### src/rtl/voltage_scale_ctrl_pkg.sv
// Shared types and constants for the oscilloscope voltage-scaling path.
package osc_pkg;

  typedef enum logic [1:0] {IDLE, RUN, DRAIN, UPDATE} state_e;

  localparam logic [2:0]  SCALE_MIN = 3'd0;
  localparam logic [2:0]  SCALE_MAX = 3'd4;
  localparam int unsigned SAMPLE_W  = 12;
  localparam int unsigned SCALED_W  = 25;

  // Single saturating step; simultaneous up and down cancel out.
  function automatic logic [2:0] scale_step(input logic [2:0] s, input logic up, input logic dn);
    if (up && !dn && s < SCALE_MAX) return s + 3'd1;
    if (dn && !up && s > SCALE_MIN) return s - 3'd1;
    return s;
  endfunction

endpackage

### src/rtl/voltage_scale_ctrl_frame_stats.sv
// Per-frame running max/min/sum with a published snapshot loaded at frame end.
module frame_stats
  import osc_pkg::*;
#(
  parameter int unsigned ADDR_W = 10
) (
  input  logic                clk,
  input  logic                rst_n,
  input  logic                clr,
  input  logic                acc_en,
  input  logic                load,
  input  logic [SAMPLE_W-1:0] sample,
  output logic [SAMPLE_W-1:0] run_max,
  output logic [SAMPLE_W-1:0] mean,
  output logic [SAMPLE_W-1:0] peak_max,
  output logic [SAMPLE_W-1:0] peak_min
);

  localparam int unsigned SUM_W = ADDR_W + SAMPLE_W;

  logic [SAMPLE_W-1:0] run_max_q, run_max_d, run_min_q, run_min_d;
  logic [SUM_W-1:0]    sum_q, sum_d;
  logic [SAMPLE_W-1:0] mean_q, mean_d, peak_max_q, peak_max_d, peak_min_q, peak_min_d;

  always_comb begin
    run_max_d  = run_max_q;
    run_min_d  = run_min_q;
    sum_d      = sum_q;
    mean_d     = mean_q;
    peak_max_d = peak_max_q;
    peak_min_d = peak_min_q;
    if (clr) begin
      run_max_d = '0;
      run_min_d = '1;
      sum_d     = '0;
    end else if (acc_en) begin
      if (sample > run_max_q) run_max_d = sample;
      if (sample < run_min_q) run_min_d = sample;
      sum_d = sum_q + SUM_W'(sample);
    end
    if (load) begin
      mean_d     = sum_q[ADDR_W +: SAMPLE_W];
      peak_max_d = run_max_q;
      peak_min_d = run_min_q;
    end
  end

  always_ff @(posedge clk) begin
    if (!rst_n) begin
      run_max_q  <= '0;
      run_min_q  <= '1;
      sum_q      <= '0;
      mean_q     <= '0;
      peak_max_q <= '0;
      peak_min_q <= '1;
    end else begin
      run_max_q  <= run_max_d;
      run_min_q  <= run_min_d;
      sum_q      <= sum_d;
      mean_q     <= mean_d;
      peak_max_q <= peak_max_d;
      peak_min_q <= peak_min_d;
    end
  end

  assign run_max  = run_max_q;
  assign mean     = mean_q;
  assign peak_max = peak_max_q;
  assign peak_min = peak_min_q;

endmodule

### src/rtl/voltage_scale_ctrl.sv
// Frame sequencer: walks capture RAM, streams scaled samples to display RAM,
// gathers statistics and picks the next SCALE (auto-range or manual buttons).
module voltage_scale_ctrl
  import osc_pkg::*;
#(
  parameter int unsigned ADDR_W     = 10,
  parameter int unsigned PIPE_LAT   = 2,
  parameter logic [11:0] HI_THR     = 12'd3800,
  parameter logic [11:0] LO_THR     = 12'd300,
  parameter logic [2:0]  INIT_SCALE = 3'd2
) (
  input  logic                CLK,
  input  logic                RST_N,
  input  logic                START,
  input  logic                AUTO_EN,
  input  logic                BTN_UP,
  input  logic                BTN_DN,
  output logic [ADDR_W-1:0]   RD_ADDR,
  input  logic [SAMPLE_W-1:0] RD_DATA,
  input  logic [SCALED_W-1:0] SCALED_IN,
  output logic [2:0]          SCALE,
  output logic [SAMPLE_W-1:0] MEAN,
  output logic [SAMPLE_W-1:0] PEAK_MAX,
  output logic [SAMPLE_W-1:0] PEAK_MIN,
  output logic [ADDR_W-1:0]   WR_ADDR,
  output logic [SCALED_W-1:0] WR_DATA,
  output logic                WR_EN,
  output logic                BUSY,
  output logic                DONE
);

  localparam int unsigned DCW = $clog2(PIPE_LAT) + 1;

  state_e              state_q, state_d;
  logic [ADDR_W-1:0]   rd_addr_q, rd_addr_d;
  logic [DCW-1:0]      drain_cnt_q, drain_cnt_d;
  logic [PIPE_LAT-1:0] vld_q, vld_d;
  logic [ADDR_W-1:0]   addr_q [PIPE_LAT];
  logic [ADDR_W-1:0]   addr_d [PIPE_LAT];
  logic [2:0]          scale_q, scale_d;
  logic                pend_q, pend_d, pend_up_q, pend_up_d;
  logic                done_q, done_d;
  logic                clr, load, btn_valid;
  logic [SAMPLE_W-1:0] run_max;

  assign btn_valid = (BTN_UP ^ BTN_DN) && !AUTO_EN;

  always_comb begin
    state_d     = state_q;
    rd_addr_d   = rd_addr_q;
    drain_cnt_d = drain_cnt_q;
    scale_d     = scale_q;
    pend_d      = pend_q;
    pend_up_d   = pend_up_q;
    done_d      = 1'b0;
    clr         = 1'b0;
    load        = 1'b0;

    vld_d[0]  = (state_q == RUN);
    addr_d[0] = rd_addr_q;
    for (int unsigned i = 1; i < PIPE_LAT; i++) begin
      vld_d[i]  = vld_q[i-1];
      addr_d[i] = addr_q[i-1];
    end

    case (state_q)
      IDLE: begin
        if (START) begin
          state_d   = RUN;
          rd_addr_d = '0;
          clr       = 1'b1;
          if (btn_valid) begin
            pend_d    = 1'b1;
            pend_up_d = BTN_UP;
          end
        end else if (btn_valid) begin
          scale_d = scale_step(scale_q, BTN_UP, BTN_DN);
        end
      end
      RUN: begin
        rd_addr_d = rd_addr_q + 1'b1;
        if (rd_addr_q == '1) begin
          state_d     = DRAIN;
          drain_cnt_d = '0;
        end
      end
      DRAIN: begin
        drain_cnt_d = drain_cnt_q + 1'b1;
        if (drain_cnt_q == DCW'(PIPE_LAT - 1)) state_d = UPDATE;
      end
      UPDATE: begin
        state_d = IDLE;
        load    = 1'b1;
        done_d  = 1'b1;
        pend_d  = 1'b0;
        // Auto decision uses the final running max, i.e. the PEAK_MAX being published now.
        if (AUTO_EN) begin
          if (run_max >= HI_THR && scale_q < SCALE_MAX)     scale_d = scale_q + 3'd1;
          else if (run_max < LO_THR && scale_q > SCALE_MIN) scale_d = scale_q - 3'd1;
        end else if (btn_valid) begin
          scale_d = scale_step(scale_q, BTN_UP, BTN_DN);
        end else if (pend_q) begin
          scale_d = scale_step(scale_q, pend_up_q, !pend_up_q);
        end
      end
      default: state_d = IDLE;
    endcase

    if ((state_q == RUN || state_q == DRAIN) && btn_valid) begin
      pend_d    = 1'b1;
      pend_up_d = BTN_UP;
    end
  end

  always_ff @(posedge CLK) begin
    if (!RST_N) begin
      state_q     <= IDLE;
      rd_addr_q   <= '0;
      drain_cnt_q <= '0;
      vld_q       <= '0;
      for (int unsigned i = 0; i < PIPE_LAT; i++) addr_q[i] <= '0;
      scale_q     <= INIT_SCALE;
      pend_q      <= 1'b0;
      pend_up_q   <= 1'b0;
      done_q      <= 1'b0;
    end else begin
      state_q     <= state_d;
      rd_addr_q   <= rd_addr_d;
      drain_cnt_q <= drain_cnt_d;
      vld_q       <= vld_d;
      for (int unsigned i = 0; i < PIPE_LAT; i++) addr_q[i] <= addr_d[i];
      scale_q     <= scale_d;
      pend_q      <= pend_d;
      pend_up_q   <= pend_up_d;
      done_q      <= done_d;
    end
  end

  frame_stats #(.ADDR_W(ADDR_W)) u_stats (
    .clk      (CLK),
    .rst_n    (RST_N),
    .clr      (clr),
    .acc_en   (vld_q[0]),
    .load     (load),
    .sample   (RD_DATA),
    .run_max  (run_max),
    .mean     (MEAN),
    .peak_max (PEAK_MAX),
    .peak_min (PEAK_MIN)
  );

  assign RD_ADDR = rd_addr_q;
  assign WR_EN   = vld_q[PIPE_LAT-1];
  assign WR_ADDR = addr_q[PIPE_LAT-1];
  assign WR_DATA = SCALED_IN;
  assign SCALE   = scale_q;
  assign BUSY    = (state_q != IDLE);
  assign DONE    = done_q;

endmodule

### config.mk
export PLATFORM = sky130hd
export DESIGN_NAME = voltage_scale_ctrl
export DESIGN_NICKNAME = d
export VERILOG_FILES = /design/src/rtl/voltage_scale_ctrl_pkg.sv /design/src/rtl/voltage_scale_ctrl_frame_stats.sv /design/src/rtl/voltage_scale_ctrl.sv
export SDC_FILE = /design/constraint.sdc
export NUM_CORES = 1
export LEC_CHECK = 0
export ABC_AREA = 1
export BUFFER_PORTS_ARGS = -buffer_cell sky130_fd_sc_hd__buf_4
export CORE_ASPECT_RATIO = 1.1
export CORE_MARGIN = 3
export CORE_UTILIZATION = 31
export CTS_CLUSTER_SIZE = 40
export DETAILED_ROUTE_END_ITERATION = 10
export SLEW_MARGIN = 10
export SYNTH_ARGS = -nofsm -noshare
export SYNTH_HDL_FRONTEND = slang
export SYNTH_SLANG_ARGS = --single-unit
### constraint.sdc
create_clock -name CLK -period 3.3 [get_ports CLK]
set_input_delay 0.495 -clock CLK [delete_from_list [all_inputs] [get_ports CLK]]
set_output_delay 0.495 -clock CLK [all_outputs]
set_load 0.02 [all_outputs]
==> metrics.csv <==
stage,metric,value,unit
synth,"Warnings, synthesis",0,
routing,number of routed nets with antenna violations,0,
sta,Final Hold Viols,0,
setup_path,CP endpoint kind,register,
routing,routed len/inst,13.24,um
sta,min cycle time layout,2.084,ns
power,PD cells,679.6,mW/mm2
floorplanning,Top Ports,130,
placement,routability cong.,0.8299,
sta,fin worst setup slack,1.216,ns
floorplanning,Rows,55,
cts,CTS tree,built,
routing,via count,5819,
min_path,Hold WC Path Type,in -> reg,
sta,Fin Setup TNS,0,ns
setup_path,Setup CP Type,reg -> reg,
grt,total track usage,14.76,%
synth,Syn Std Cell Area,0.006699,mm2
synth,"Avg Cell Area, Syn",7.127,um2
finish,"Core Util, Final",37.81,%
sta,Worst Tran Pin Value,0.7099,ns
floorplanning,die area,0.02341,mm2
setup_path,Worst path max stage delay,0.46,ns
cts,CTS buffer count,17,
finish,share of layout cells above drive strength 1,14.83,%
synth,Post-synth EDFFs,0,
sta,WHS,0.3945,ns
synth,synth cell count leaders,"nand2_1, inv_1, dfxtp_1",
placement,# placed instances,1244,
finish,Area growth syn-to-layout,18.06,%
placement,pre-CTS setup slack,0.9629,ns
synth,largest area contributor in the netlist,dfxtp_1,
sta,worst clock skew,0.01004,ns
floorplanning,Core Region,0.02092,mm2
cts,CTS Sinks,124,
power,Total Power,5.375,mW
grt,initial antenna violation count,0,
setup_path,ordered cell list for the critical path,inv_1 -> ha_1 -> a21oi_1 -> o21ai_0 -> nand3_1 -> nand3_1 -> nand2_1 -> nand3_1,
placement,number of I/O port buffers,79,
grt,vias in the first global route,5505,
cts,Root Buffer,clkbuf_16,
finish,post-route cell area,0.007909,mm2
synth,"Net Count, Synth",1031,
synth,Post-Synthesis Cells,940,
sta,Max-Slew Margin vs Limit,52.62,%
cts,Resized cells post-CTS,0,
setup_path,Max Fanout on Critical Path,13,
finish,Antenna diodes,0,
cts,# H-tree levels,4,
routing,vias per cell,4.560,
setup_path,critical path arrival,2.38,ns
cts,postcts setup bufs,0,
power,Leak Pwr,3.958,nW
cts,Clock Tree Buf Depth,2,
grt,first-pass GRT wire length,28.28,mm
setup_path,"Req. time, crit path",3.60,ns
grt,GRT overflow,0,
sta,RSZ-0062 raised after global routing,no,
flow_run,# Max-Cap Violations,0,
floorplanning,Die Y,160.2,um
setup_path,WP buf/inv,1,
sta,post-route clock period utilization,63.16,%
cts,latest clock arrival within the worst-skew pair,0.42,ns
grt,largest net degree at the start of global routing,45,
sta,Peak Freq,0.4798,GHz
routing,First-pass DRT Iterations,5,
routing,final wirelength,16.89,mm
synth,"Top FF cell, synth",dfxtp_1,
finish,Post-Layout Cell Count,1276,
routing,DRC viols,0,
floorplanning,DIE WIDTH,146.2,um
placement,hpwl dp,12.40,mm
synth,post-synth top area share,37.06,%
cts,"CTS clk-pin slew, worst paths",0.07,ns
synth,most common cell in the synthesized netlist,nand2_1,
sta,Final setup viols,0,
synth,#FFs+latches synth,124,
synth,Cell variety after synth,38,
synth,ys async rst share,0,%
run_status,run status,completed,
sta,final count of pins violating max slew,0,
finish,final net count,1069,
setup_path,CP Launch Type,register,
cts,# hold bufs at CTS,0,
placement,placed instance area,0.007287,mm2
power,Max VDD drop,0.3514,mV
setup_path,"Top cell by count, worst path",nand3_1,
setup_path,Critical-path top delay cell,nand3_1,
synth,"top cells by area, synth","dfxtp_1, nand2_1, ha_1",
setup_path,Top delay family on crit path,simple AND/OR/NAND/NOR gates,
floorplanning,Initial Utilization,32.02,%
routing,initial DRC count,421,
synth,sequential fraction of the synthesis area,37.06,%
-- final cells by class --
type	count	area [um2]
fillers	2247	13010
multi-input cells	608	3277
flip-flops and latches	124	2482
repair buffers	85	638.1
inverters	142	533.0
clock buffers	17	425.4
well taps	285	356.6
clock inverters	15	196.4
-- worst reg2reg max path, delay by kind of cell (launching register included) --
| family | cells | cell delay [ns] |
|---|---|---|
| AO/OA/AOI/OAI | 2 | 0.24 |
| buffers and inverters | 1 | 0.07 |
| AND/OR/NAND/NOR | 4 | 1.02 |
| flip-flops | 1 | 0.34 |
| adder cells (fa/ha/maj) | 1 | 0.29 |
-- where the power goes --
group | switching (mW) | internal (mW) | total, mW
clock network | 0.821 | 1.16 | 1.98
registers | 0.127 | 1.70 | 1.82
logic | 1.01 | 0.560 | 1.57
-- kinds of logic (layout without fill, tap and decap cells) --
logic type / count (synthesis) / count (layout) / share of synthesized area, %
XOR/XNOR: 9 / 9 / 1.177
AO/OA/AOI/OAI: 149 / 149 / 12.14
AND/OR/NAND/NOR: 402 / 402 / 26.48
flip-flops: 124 / 124 / 37.06
buffers and inverters: 208 / 259 / 14.06
adder cells (fa/ha/maj): 48 / 48 / 9.077
-- worst paths after layout --
kind / start / end / slack [ns] / cells after the start
max: u_stats.run_min_q[3] / u_stats.run_min_q[0] / 1.22 / 8
min: BTN_UP / pend_up_q / 0.39 / 3
max reg2reg: u_stats.run_min_q[3] / u_stats.run_min_q[0] / 1.22 / 8
min reg2reg: addr_q[0][2] / addr_q[0][12] / 0.41 / 2
-- state kept, by name (all words and copies together) (netlist names) --
| name | cells |
|---|---|
| pend_q | 1 |
| u_stats.peak_min | 12 |
| u_stats.run_min_q | 12 |
| addr_q | 20 |
| DONE | 1 |
| vld_q | 2 |
| u_stats.mean | 12 |
| pend_up_q | 1 |
| u_stats.run_max | 12 |
| u_stats.sum_q | 22 |
| RD_ADDR | 10 |
| u_stats.peak_max | 12 |
| drain_cnt_q | 2 |
| state_q | 2 |
| SCALE | 3 |
-- layer usage --
metal / routed length (um) / up-vias / GRT usage [%]
li1: - / 3075 / -
met1: 8093 / 2607 / 19.19
met2: 7945 / 119 / 24.19
met3: 602 / 18 / 3.178
met4: 248 / 0 / 5.218
met5: 0 / - / 0
-- layout by cell type (no fill, tap or decap), types with 4 or more instances in the layout --
cell	count
nand2_1	205
inv_1	136
dfxtp_1	124
buf_4	85
a21oi_1	78
nor2_1	76
nand3_1	52
ha_1	46
o21ai_0	44
nand4_1	24
clkbuf_16	17
o211ai_1	12
nand3b_1	11
nor3_1	10
nand2_2	9
inv_8	7
inv_2	5
nor2_2	5
xor2_1	5
xnor2_1	4
Note: power is estimated with default switching activity, not from simulation.
